[src/rtl/key_debounce_scan.sv]
// key_debounce_scan
// Conditions raw keyboard switch levels into a clean, debounced, active-high
// key-state vector. One integrator engine is time-multiplexed across all keys:
// on every sample tick the FSM snapshots the synchronized inputs, then walks
// the keys one per cycle, updating a saturating integrator and the debounced
// output bit with hysteresis.
//
// Ports:
//   clk_g_i       system clock, the only clock
//   rstn_g_i      synchronous reset, active-low
//   keys_i        raw asynchronous switch levels (NUM_KEYS bits)
//   keys_o        debounced key state, 1 = pressed
//   change_o      one-cycle pulse at end of a sweep that changed any keys_o bit
//   sweep_done_o  one-cycle pulse at end of every sweep
//   busy_o        high while a sweep is in progress (SNAP, SCAN, REPORT)
module key_debounce_scan #(
    parameter int NUM_KEYS   = 68,
    parameter int CNT_WIDTH  = 3,
    parameter int TICK_DIV   = 15000,
    parameter int ACTIVE_LOW = 1
) (
    input  logic                clk_g_i,
    input  logic                rstn_g_i,
    input  logic [NUM_KEYS-1:0] keys_i,
    output logic [NUM_KEYS-1:0] keys_o,
    output logic                change_o,
    output logic                sweep_done_o,
    output logic                busy_o
);

    localparam int IDX_W = (NUM_KEYS > 1) ? $clog2(NUM_KEYS) : 1;
    localparam int TCW   = $clog2(TICK_DIV);

    localparam logic [IDX_W-1:0]     LAST_IDX  = IDX_W'(NUM_KEYS - 1);
    localparam logic [TCW-1:0]       TICK_LAST = TCW'(TICK_DIV - 1);
    localparam logic [CNT_WIDTH-1:0] CNT_MAX   = '1;
    // Idle level of the raw inputs; synchronizers reset to it so no phantom
    // press is seen right after reset.
    localparam logic [NUM_KEYS-1:0]  REL_LVL   = {NUM_KEYS{(ACTIVE_LOW != 0)}};

    // A sweep must finish before the next tick arrives.
    if (TICK_DIV < NUM_KEYS + 4) begin : g_bad_tick_div
        $error("key_debounce_scan: TICK_DIV must be at least NUM_KEYS+4");
    end

    typedef enum logic [1:0] {
        IDLE   = 2'd0,
        SNAP   = 2'd1,
        SCAN   = 2'd2,
        REPORT = 2'd3
    } state_t;

    state_t                 state_q;
    logic [NUM_KEYS-1:0]    sync1_q;
    logic [NUM_KEYS-1:0]    sync2_q;
    logic [NUM_KEYS-1:0]    norm_keys;
    logic [NUM_KEYS-1:0]    snap_q;
    logic [NUM_KEYS-1:0]    keys_q;
    logic [CNT_WIDTH-1:0]   cnt_q [NUM_KEYS];
    logic [TCW-1:0]         tick_cnt_q;
    logic [IDX_W-1:0]       idx_q;
    logic                   pending_q;
    logic                   changed_q;
    logic                   change_q;
    logic                   sweep_done_q;
    logic                   busy_q;
    logic                   tick;

    logic [CNT_WIDTH-1:0]   cnt_cur;
    logic [CNT_WIDTH-1:0]   cnt_d;
    logic                   key_cur;
    logic                   key_d;
    logic                   key_flip;

    // Polarity normalization: internally 1 always means pressed.
    for (genvar gi = 0; gi < NUM_KEYS; gi++) begin : g_norm
        assign norm_keys[gi] = (ACTIVE_LOW != 0) ? ~sync2_q[gi] : sync2_q[gi];
    end

    assign tick = (tick_cnt_q == TICK_LAST);

    // Integrator and hysteresis for the key currently addressed by idx_q.
    always_comb begin
        cnt_cur = cnt_q[idx_q];
        cnt_d   = cnt_cur;
        if (snap_q[idx_q]) begin
            if (cnt_cur != CNT_MAX) cnt_d = cnt_cur + CNT_WIDTH'(1);
        end else begin
            if (cnt_cur != '0) cnt_d = cnt_cur - CNT_WIDTH'(1);
        end
        key_cur = keys_q[idx_q];
        key_d   = key_cur;
        if (cnt_d == CNT_MAX)  key_d = 1'b1;
        else if (cnt_d == '0)  key_d = 1'b0;
        key_flip = (key_d != key_cur);
    end

    always_ff @(posedge clk_g_i) begin
        if (!rstn_g_i) begin
            state_q      <= IDLE;
            sync1_q      <= REL_LVL;
            sync2_q      <= REL_LVL;
            snap_q       <= '0;
            keys_q       <= '0;
            tick_cnt_q   <= '0;
            idx_q        <= '0;
            pending_q    <= 1'b0;
            changed_q    <= 1'b0;
            change_q     <= 1'b0;
            sweep_done_q <= 1'b0;
            busy_q       <= 1'b0;
            for (int i = 0; i < NUM_KEYS; i++) cnt_q[i] <= '0;
        end else begin
            sync1_q <= keys_i;
            sync2_q <= sync1_q;

            // Free-running sample divider, independent of the FSM.
            tick_cnt_q <= tick ? '0 : tick_cnt_q + TCW'(1);

            sweep_done_q <= 1'b0;
            change_q     <= 1'b0;

            // A tick landing mid-sweep is remembered (one deep) so it is not lost.
            if (tick && (state_q != IDLE)) pending_q <= 1'b1;

            case (state_q)
                IDLE: begin
                    if (tick || pending_q) begin
                        state_q   <= SNAP;
                        pending_q <= 1'b0;
                        busy_q    <= 1'b1;
                    end
                end
                SNAP: begin
                    snap_q  <= norm_keys;
                    idx_q   <= '0;
                    state_q <= SCAN;
                end
                SCAN: begin
                    cnt_q[idx_q]  <= cnt_d;
                    keys_q[idx_q] <= key_d;
                    if (key_flip) changed_q <= 1'b1;
                    if (idx_q == LAST_IDX) begin
                        // Outputs are registered so they are high during REPORT;
                        // fold in a flip on the last key, which changed_q misses.
                        state_q      <= REPORT;
                        sweep_done_q <= 1'b1;
                        change_q     <= changed_q | key_flip;
                    end else begin
                        idx_q <= idx_q + IDX_W'(1);
                    end
                end
                REPORT: begin
                    changed_q <= 1'b0;
                    busy_q    <= 1'b0;
                    state_q   <= IDLE;
                end
                default: begin
                    state_q <= IDLE;
                    busy_q  <= 1'b0;
                end
            endcase
        end
    end

    assign keys_o       = keys_q;
    assign change_o     = change_q;
    assign sweep_done_o = sweep_done_q;
    assign busy_o       = busy_q;

endmodule

[config.mk]
export PLATFORM = sky130hd
export DESIGN_NAME = key_debounce_scan
export DESIGN_NICKNAME = d
export VERILOG_FILES = /design/src/rtl/key_debounce_scan.sv
export SDC_FILE = /design/constraint.sdc
export NUM_CORES = 1
export LEC_CHECK = 0
export ABC_AREA = 0
export BUFFER_PORTS_ARGS = -buffer_cell sky130_fd_sc_hd__buf_2
export CELL_PAD_IN_SITES_DETAIL_PLACEMENT = 0
export CELL_PAD_IN_SITES_GLOBAL_PLACEMENT = 2
export CORE_MARGIN = 3
export CORE_UTILIZATION = 46
export DETAILED_ROUTE_END_ITERATION = 16
export GPL_ROUTABILITY_DRIVEN = 0
export GPL_TIMING_DRIVEN = 0
export PLACE_DENSITY_LB_ADDON = 0.1
export SETUP_SLACK_MARGIN = 0.2
export SLEW_MARGIN = 20
export SYNTH_ARGS = -nofsm -noshare
export SYNTH_HDL_FRONTEND = slang
export SYNTH_SLANG_ARGS = --single-unit
[constraint.sdc]
create_clock -name clk_g_i -period 13.7 [get_ports clk_g_i]
set_input_delay 0 -clock clk_g_i [delete_from_list [all_inputs] [get_ports clk_g_i]]
set_output_delay 0 -clock clk_g_i [all_outputs]
set_load 0.02 [all_outputs]
==> flow_summary_export.csv, run 1 <==
group,metric,value,unit
critical_path,crit_chain,"buf_6 -> buf_4 -> buf_4 -> buf_2 -> buf_2 -> mux4_2 -> mux2i_1 -> o2111ai_1 -> nand3_1 -> o211a_1 -> clkinv_1 -> ha_1 -> inv_1 -> o211ai_1 -> a311oi_1 -> or2_1 -> buf_2 -> clkinv_2 -> o211ai_1 -> buf_2 -> buf_2 -> o22ai_1",
pwr,power_density,155,nW/um^2
synthesis,yosysWarningCount,0,
detailed_routing,final_antenna_net_count,0,
detailed_routing,vias,19900,
critical_path,r2r_slack,6300,ps
synthesis,seq_area_frac_synth,0.624,
detailed_routing,viasPerCell,5.84,
clock_network,ctsResizeCount,0,
sta,relSlewSlack,0.256,
sta,fin_crit_sh,0.540,
critical_path,crit_path_top_delay_cell,"clkinv_2",
placed_design,placement.io_buffers,139,
critical_path,path_common_cell,"buf_2",
pwr,p_leak,11.9,nW
critical_path,critPathCaptureType,"flop",
floorplan,pin_count,141,
global_routing,grt_pass1_wl,134,mm
floorplan,die_w,254,um
floorplan,coreArea,60600,um^2
synthesis,yosysTopAreaCell,"edfxtp_1",
synthesis,synthTopCellsByArea,"edfxtp_1 41%, dfxtp_1 22%, mux4_2 7.2%",
global_routing,gr-total-overflow,0,
synthesis,synth_edf_count,384,
synthesis,synthesis.area,28300,um^2
critical_path,crit_path_end,"keys_o[36]$_SDFFE_PN0P_",
placed_design,dp_hpwl,67.9,mm
critical_path,crit_cells,22,
hold_path,hold_class,"input pin to flop",
clock_network,cts_hold_buf,68,
floorplan,start_util,0.467,
finish,nNetsFinal,2649,
detailed_routing,firstDrtPassIters,5,
critical_path,worstPathMaxFanout,62,
clock_network,path_clk_slew,60,ps
detailed_routing,drt-initial-drc-count,2030,
floorplan,rows,90,
sta,finalCriticalPeriod,7400,ps
global_routing,antenna_found_initial,0,
detailed_routing,routed_wl,92.2,mm
synthesis,syn-num-nets,2365,
sta,fmax,0.135,GHz
hold_path,hp-start,"keys_i[42]",
sta,setup_viol,0,
finish,syn_to_final_growth,16.9,%
sta,fin_tns_setup,0,ps
synthesis,yosysMostFrequentCell,"edfxtp_1",
critical_path,critical_path_buf_inv_count,11,
synthesis,synthArstFlopShare,0,
sta,rsz0062_at_grt,"no",
critical_path,crit_family,"buffers and inverters",
placed_design,pre_cts_ws,6700,ps
finish,ff_latch_area,17700,um^2
critical_path,critPathLaunchType,"flop",
synthesis,ys_ff_latch,691,
clock_network,clkLatencyLatePin,610,ps
finish,antenna_cells,0,
critical_path,arrival,7850,ps
clock_network,cts_setup_buffers,0,
sta,slew_viol_final,0,
detailed_routing,drcViolationCount,0,
finish,multiInputGateArea,9620,um^2
synthesis,yosys_most_used_dff,"edfxtp_1",
run,cap_viol_max_count,0,
critical_path,r2r-end,"keys_o[36]$_SDFFE_PN0P_",
synthesis,synthTopCellsByCount,"384 x edfxtp_1, 307 x dfxtp_1, 261 x nor2_1",
finish,fillers,5279,
floorplan,fp.dieH,254,um
clock_network,clk_path_buf_depth,3,
critical_path,required,14150,ps
synthesis,synth.distinct_cells,81,
pwr,peakVddDrop,0.0970,mV
status,status,"complete, no violations",
detailed_routing,wl_per_cell,27.0,um
critical_path,max_stage_delay,800,ps
sta,finalWorstSetupSlack,6300,ps
global_routing,grt_pass1_vias,20100,
clock_network,h-tree-depth,3,
sta,tightest_slew,1100,ps
sta,hold_violations,0,
critical_path,critPathKind,"flop to flop",
synthesis,synth_cells,2285,
sta,worst_clock_skew,19.7,ps
global_routing,grt_max_degree,63,
floorplan,die_area,64500,um^2
clock_network,cts-root-buf,"clkbuf_16",
clock_network,cts_buffers,73,
clock_network,cts_tree,"built",
critical_path,ff2ff_path_depth,22,
clock_network,clock-sinks,691,
finish,drive_above_1_share,0.161,
synthesis,avgSynthCellArea,12.4,um^2
global_routing,grt_usage,0.288,
synthesis,netlist.area_leader.share,0.407,
## placed cells by master, fill, tap and decap left out, drive strengths merged, types with 26 or more instances in the layout
cell type / count
nor2b: 26
nor2: 261
dfxtp: 307
o22ai: 55
buf: 213
nand2: 175
edfxtp: 384
dlygate4sd3: 68
clkinv: 27
nor3: 80
nand3: 35
clkbuf: 208
nand2b: 144
mux4: 91
o211a: 73
inv: 57
o21ai: 103
mux2i: 66
## layout make-up
cell class	count	area share
well taps	782	0.0296
multi-input cells	1360	0.291
clock inverters	28	0.00719
clock buffers	106	0.0643
repair buffers	209	0.0430
plain buffers	174	0.0241
flip-flops and latches	691	0.534
inverters	60	0.00685
## sequential cells by signal (all words and copies together) (netlist names), 2 cells and up, named ones only
signal      count
cnt_q         384
idx_q           7
state_q         2
sync1_q        68
tick_cnt_q     14
snap_q         68
keys_o         68
sync2_q        68
## power breakdown
part           switching [mW]  leakage, nW  internal, mW  total [mW]
Combinational           0.475         4.58         0.237       0.713
Clock                   0.808         1.16          1.15        1.96
Sequential             0.0631         6.13          2.39        2.45
Total                    1.35         11.9          3.78        5.13
## per-layer routing
metal / track usage / up-vias / wire length, um
met3: 0.0560 / 202 / 6230
met4: 0.118 / 0 / 4140
met5: 0 / - / 0
met2: 0.499 / 819 / 45900
met1: 0.354 / 9947 / 35900
li1: - / 8936 / -
## worst min-delay path by stage
stage	end	slack [ps]	cells past startpoint
after floorplan	sync1_q[0]$_SDFF_PN1_	100	1
after global placement	sync1_q[15]$_SDFF_PN1_	180	2
after detailed placement	sync1_q[16]$_SDFF_PN1_	180	2
after CTS	sync1_q[16]$_SDFF_PN1_	80	3
after global routing	sync1_q[3]$_SDFF_PN1_	90	3
final	sync1_q[42]$_SDFF_PN1_	100	3
## cells by family (layout without fill, tap and decap cells)
family / Yosys count / in the layout / share of synthesized area
and+or+nand+nor: 789 / 789 / 0.132
muxes: 172 / 172 / 0.102
DFF: 691 / 691 / 0.624
adders and majority gates: 10 / 10 / 0.00442
xor gates and xnor gates: 15 / 15 / 0.00464
buffers and inverters: 234 / 577 / 0.0362
AOI/OAI and AO/OA: 374 / 374 / 0.0961
## metrics by stage
stage	util	hold slack (ps)	power, mW	cell area (um^2)	instances
detailed placement	0.496	183	3.19	30000	3208
finish	0.546	104	5.13	33100	3410
CTS	0.546	76.4	5.15	33100	3410
global placement	0.495	182	3.17	30000	3206
global route	0.546	90.5	5.30	33100	3410
floorplan	-	101	2.92	28300	2285
## worst min-delay path: stages
cell and delay, ps:
dlygate4sd3_1 510, buf_2 90, nand2b_1 80
Note: power is estimated with default switching activity, not from simulation.
==> run 2, diff against run 1 <==
- CORE_UTILIZATION: 46 -> 43
- clock period: 13.7 -> 7.7 ns (I/O delays scaled with it)
==> run 2 against run 1 <==
Against the previous run: fmax up 8.8%; final cell count rose by 2.1%; setup slack worse by 5400 ps; core utilization shrank 3.5 points; register-to-register slack got worse by 5400 ps; global-route usage shrank 1.6 points; critical path type unchanged; sequential power up 78%; non-clock buffer count unchanged; first-iteration DRC count down 10%; flip-flop and latch count stayed put.
==> flow_summary_export.csv, run 2 (synthesis gave the netlist of run 1 again) <==
group,metric,value,unit
sta,hold_violations,0,
critical_path,worstPathMaxFanout,62,
global_routing,grt_usage,0.272,
clock_network,cts-root-buf,"clkbuf_16",
clock_network,clk_path_buf_depth,3,
finish,antenna_cells,0,
finish,final_cell_mix,"384 x edfxtp_1, 307 x dfxtp_1, 261 x nor2_1, 174 x buf_2, 174 x nand2_1",
finish,final_common_cell,"edfxtp_1",
run,cap_viol_max_count,0,
sta,hold_ws,103,ps
sta,fmax,0.147,GHz
floorplan,start_util,0.437,
pwr,p_leak,11.8,nW
pwr,power_density,274,nW/um^2
global_routing,antenna_found_initial,1,
global_routing,grt_pass1_vias,20400,
clock_network,cts_tree,"built",
finish,drive_above_1_share,0.160,
pwr,finalPower,9.07,mW
finish,largest_reg_flops,384,
floorplan,coreArea,64800,um^2
placed_design,placement.io_buffers,139,
critical_path,arrival,7250,ps
floorplan,rows,93,
global_routing,grt_max_degree,63,
sta,worst_clock_skew,27.2,ps
detailed_routing,wl_per_cell,27.1,um
critical_path,critPathKind,"flop to flop",
detailed_routing,firstDrtPassIters,5,
floorplan,die_w,263,um
detailed_routing,final_antenna_net_count,0,
finish,syn_to_final_growth,17.0,%
sta,finalWorstSetupSlack,897,ps
finish,final_cell_area,33100,um^2
hold_path,hold_class,"input pin to flop",
critical_path,critPathCaptureType,"flop",
detailed_routing,routed_wl,94.2,mm
sta,tightest_slew,1120,ps
floorplan,die_area,68900,um^2
detailed_routing,vias,19800,
clock_network,cts_setup_buffers,0,
sta,fin_tns_setup,0,ps
clock_network,clock-sinks,691,
placed_design,dp_hpwl,69.6,mm
finish,largest_register,"cnt_q",
status,status,"complete, no violations",
finish,nNetsFinal,2650,
placed_design,pre_cts_ws,626,ps
clock_network,h-tree-depth,3,
sta,rsz0062_at_grt,"no",
floorplan,pin_count,141,
sta,finalCriticalPeriod,6800,ps
critical_path,required,8150,ps
sta,setup_viol,0,
detailed_routing,drt-initial-drc-count,1828,
placed_design,place_area,30100,um^2
detailed_routing,viasPerCell,5.69,
sta,fin_crit_sh,0.884,
detailed_routing,drcViolationCount,0,
global_routing,grt_pass1_wl,138,mm
sta,slew_viol_final,0,
finish,fillers,5758,
clock_network,cts_buffers,74,
clock_network,path_clk_slew,60,ps
clock_network,clkLatencyLatePin,620,ps
global_routing,gr-total-overflow,0,
pwr,peakVddDrop,0.165,mV
floorplan,fp.dieH,263,um
critical_path,critPathLaunchType,"flop",
sta,relSlewSlack,0.248,
## run 2: worst max-delay path: stages (launching register included)
cell and delay, ps:
dfxtp_1 320, buf_6 180, buf_4 290, buf_4 310, buf_2 450, buf_2 520, mux4_2 390, mux2i_1 290
o2111ai_1 180, nand3_1 200, o211a_1 340, clkinv_1 170, ha_1 200, inv_1 80, o211ai_1 120, a311oi_1 380
or2_1 150, buf_2 350, inv_4 320, o211ai_1 470, buf_2 390, buf_2 340, o22ai_1 140
## run 2: final cells by class
| type | count | area (um^2) | area share |
|---|---|---|---|
| Inverter | 60 | 228 | 0.00688 |
| Clock inverter | 26 | 190 | 0.00574 |
| Timing Repair Buffer | 209 | 1420 | 0.0428 |
| Multi-Input combinational cell | 1360 | 9610 | 0.290 |
| Buffer | 174 | 798 | 0.0241 |
| Clock buffer | 107 | 2120 | 0.0640 |
| Sequential cell | 691 | 17700 | 0.534 |
| Tap cell | 855 | 1070 | 0.0323 |
## run 2: report_power, final
group	internal [mW]	switching, mW	total (mW)
Sequential	4.25	0.114	4.36
Combinational	0.420	0.853	1.27
Clock	1.98	1.46	3.43
## run 2: per-layer routing
metal / wire length, um / GRT usage / vias up
met5: 0 / 0 / -
li1: - / - / 8933
met2: 46800 / 0.469 / 746
met1: 37400 / 0.338 / 9953
met4: 4100 / 0.115 / 0
met3: 5950 / 0.0464 / 196
## run 2: final timing paths
path / start / end / slack (ps) / cells after the start
min reg2reg: sync1_q[8]$_SDFF_PN1_ / sync2_q[8]$_SDFF_PN1_ / 400 / 1
min: keys_i[35] / sync1_q[35]$_SDFF_PN1_ / 100 / 3
max reg2reg: flop / keys_o[34]$_SDFFE_PN0P_ / 900 / 22
max: flop / keys_o[34]$_SDFFE_PN0P_ / 900 / 22
## run 2: what timing repair did
item,CTS,global route
endpoints found under the hold margin,68,0
hold buffers,68,0
endpoints found under the setup margin,0,47
gates resized for setup,0,1
## run 2: per-stage QoR
stage,util,instances
after floorplan,-,2285
after global placement,0.464,3279
after detailed placement,0.465,3281
after CTS,0.511,3482
after global routing,0.511,3482
final,0.511,3482
==> run 3, diff against run 2 <==
- MAX_ROUTING_LAYER: default -> met4
==> run 3 against run 2 <==
Against the previous run: cell area did not move; flip-flop and latch count unchanged; critical path depth unchanged; critical endpoint is now keys_o[37]$_SDFFE_PN0P_.
==> flow_summary_export.csv, run 3 (synthesis gave the netlist of run 1 again) <==
group,metric,value,unit
status,status,"complete, no violations",
global_routing,grt_usage,0.280,
sta,tightest_slew,1150,ps
clock_network,cts_buffers,74,
global_routing,grtUsageMet1,0.338,
sta,slew_viol_final,0,
finish,final_cell_mix,"384 x edfxtp_1, 307 x dfxtp_1, 261 x nor2_1, 174 x buf_2, 174 x nand2_1",
global_routing,met3_usage,0.0456,
sta,finalCriticalPeriod,6830,ps
sta,setup_viol,0,
global_routing,grt_pass1_vias,20300,
sta,hold_violations,0,
sta,rsz0062_at_grt,"no",
floorplan,start_util,0.437,
detailed_routing,wl_per_cell,27.1,um
global_routing,gr-total-overflow,0,
floorplan,die_w,263,um
global_routing,busiest_layer,"met2",
run,cap_viol_max_count,0,
critical_path,critPathCaptureType,"flop",
finish,largest_reg_flops,384,
finish,antenna_cells,0,
detailed_routing,firstDrtPassIters,5,
sta,hold_ws,101,ps
placed_design,placement.io_buffers,139,
critical_path,required,8150,ps
critical_path,critPathKind,"flop to flop",
floorplan,die_area,68900,um^2
sta,worst_clock_skew,27.9,ps
placed_design,dp_hpwl,69.6,mm
finish,syn_to_final_growth,17.0,%
clock_network,cts_tree,"built",
finish,largest_register,"cnt_q",
clock_network,clk_path_buf_depth,3,
detailed_routing,drcViolationCount,0,
clock_network,clkLatencyLatePin,620,ps
pwr,p_leak,11.8,nW
finish,final_common_cell,"edfxtp_1",
detailed_routing,final_antenna_net_count,0,
critical_path,arrival,7280,ps
detailed_routing,drt-initial-drc-count,1921,
detailed_routing,routed_wl,94.2,mm
sta,fin_crit_sh,0.887,
floorplan,rows,93,
hold_path,hold_class,"input pin to flop",
finish,multiInputGateArea,9610,um^2
floorplan,fp.dieH,263,um
placed_design,dpl.cell_count,3281,
pwr,power_density,274,nW/um^2
clock_network,cts-root-buf,"clkbuf_16",
sta,fin_tns_setup,0,ps
clock_network,cts_setup_buffers,0,
finish,fillers,5758,
finish,nNetsFinal,2650,
floorplan,pin_count,141,
sta,fmax,0.146,GHz
global_routing,grt_pass1_wl,138,mm
clock_network,h-tree-depth,3,
global_routing,grtUsageMet2,0.468,
sta,relSlewSlack,0.223,
floorplan,coreArea,64800,um^2
critical_path,worstPathMaxFanout,62,
finish,ff_latch_area,17700,um^2
detailed_routing,viasPerCell,5.70,
pwr,peakVddDrop,0.166,mV
global_routing,antenna_found_initial,0,
clock_network,clock-sinks,691,
finish,fin_cells,3482,
finish,drive_above_1_share,0.160,
clock_network,path_clk_slew,60,ps
critical_path,critPathLaunchType,"flop",
global_routing,grt_max_degree,63,
detailed_routing,vias,19900,
==> run 3: cell counts in the layout (fill, tap and decap cells not counted) <==
Identical to the previous run, type by type.
==> run 3: through the flow <==
step	utilization	setup slack, ps	power (mW)	cell area (um^2)
3_5_place_dp	0.465	626	5.68	30100
6_report	0.511	866	9.07	33100
2_1_floorplan	-	2900	5.19	28300
4_1_cts	0.511	617	9.12	33100
3_3_place_gp	0.464	452	5.65	30100
5_1_grt	0.511	576	9.38	33100
==> run 3: layout make-up <==
| type | instances | area share |
|---|---|---|
| well taps | 855 | 0.0323 |
| inverters | 60 | 0.00688 |
| plain buffers | 174 | 0.0241 |
| flip-flops and latches | 691 | 0.534 |
| clock inverters | 26 | 0.00574 |
| clock buffers | 107 | 0.0640 |
| repair buffers | 209 | 0.0428 |
| multi-input cells | 1360 | 0.290 |
==> run 3: per-layer routing <==
layer / wire length, um / share of wire
met4: 4270 / 0.045
met5: 0 / 0
met3: 6000 / 0.064
met2: 46700 / 0.50
met1: 37200 / 0.39
==> run 3: repair_timing <==
item                                    4_1_cts  5_1_grt
hold buffers                                 68        0
hold endpoints to repair                     68        0
endpoints found under the setup margin        0       48
gates resized for setup                       0        1
==> run 3: power breakdown <==
part / total, mW / internal [mW] / switching [mW]
Sequential: 4.36 / 4.25 / 0.115
Combinational: 1.27 / 0.420 / 0.854
Clock: 3.43 / 1.98 / 1.45
==> run 3: final timing paths <==
path / cells after the start / slack, ps / start / end
hold reg to reg: 1 / 400 / sync1_q[16]$_SDFF_PN1_ / sync2_q[16]$_SDFF_PN1_
hold / removal: 3 / 100 / keys_i[5] / sync1_q[5]$_SDFF_PN1_
setup / recovery: 22 / 870 / flop / keys_o[37]$_SDFFE_PN0P_
setup reg to reg: 22 / 870 / flop / keys_o[37]$_SDFFE_PN0P_
==> run 3: worst max-delay path, stage by stage, from the launching register on <==
cell and delay (ps):
dfxtp_1 320, buf_6 180, buf_4 290, buf_4 310, buf_2 450, buf_2 520
mux4_2 390, mux2i_1 320, o2111ai_1 180, nand3_1 190, o211a_1 350, clkinv_1 170
ha_1 200, inv_1 80, o211ai_1 130, a311oi_1 370, or2_1 150, buf_2 350
inv_4 330, o211ai_1 480, buf_2 390, buf_2 340, o22ai_1 140
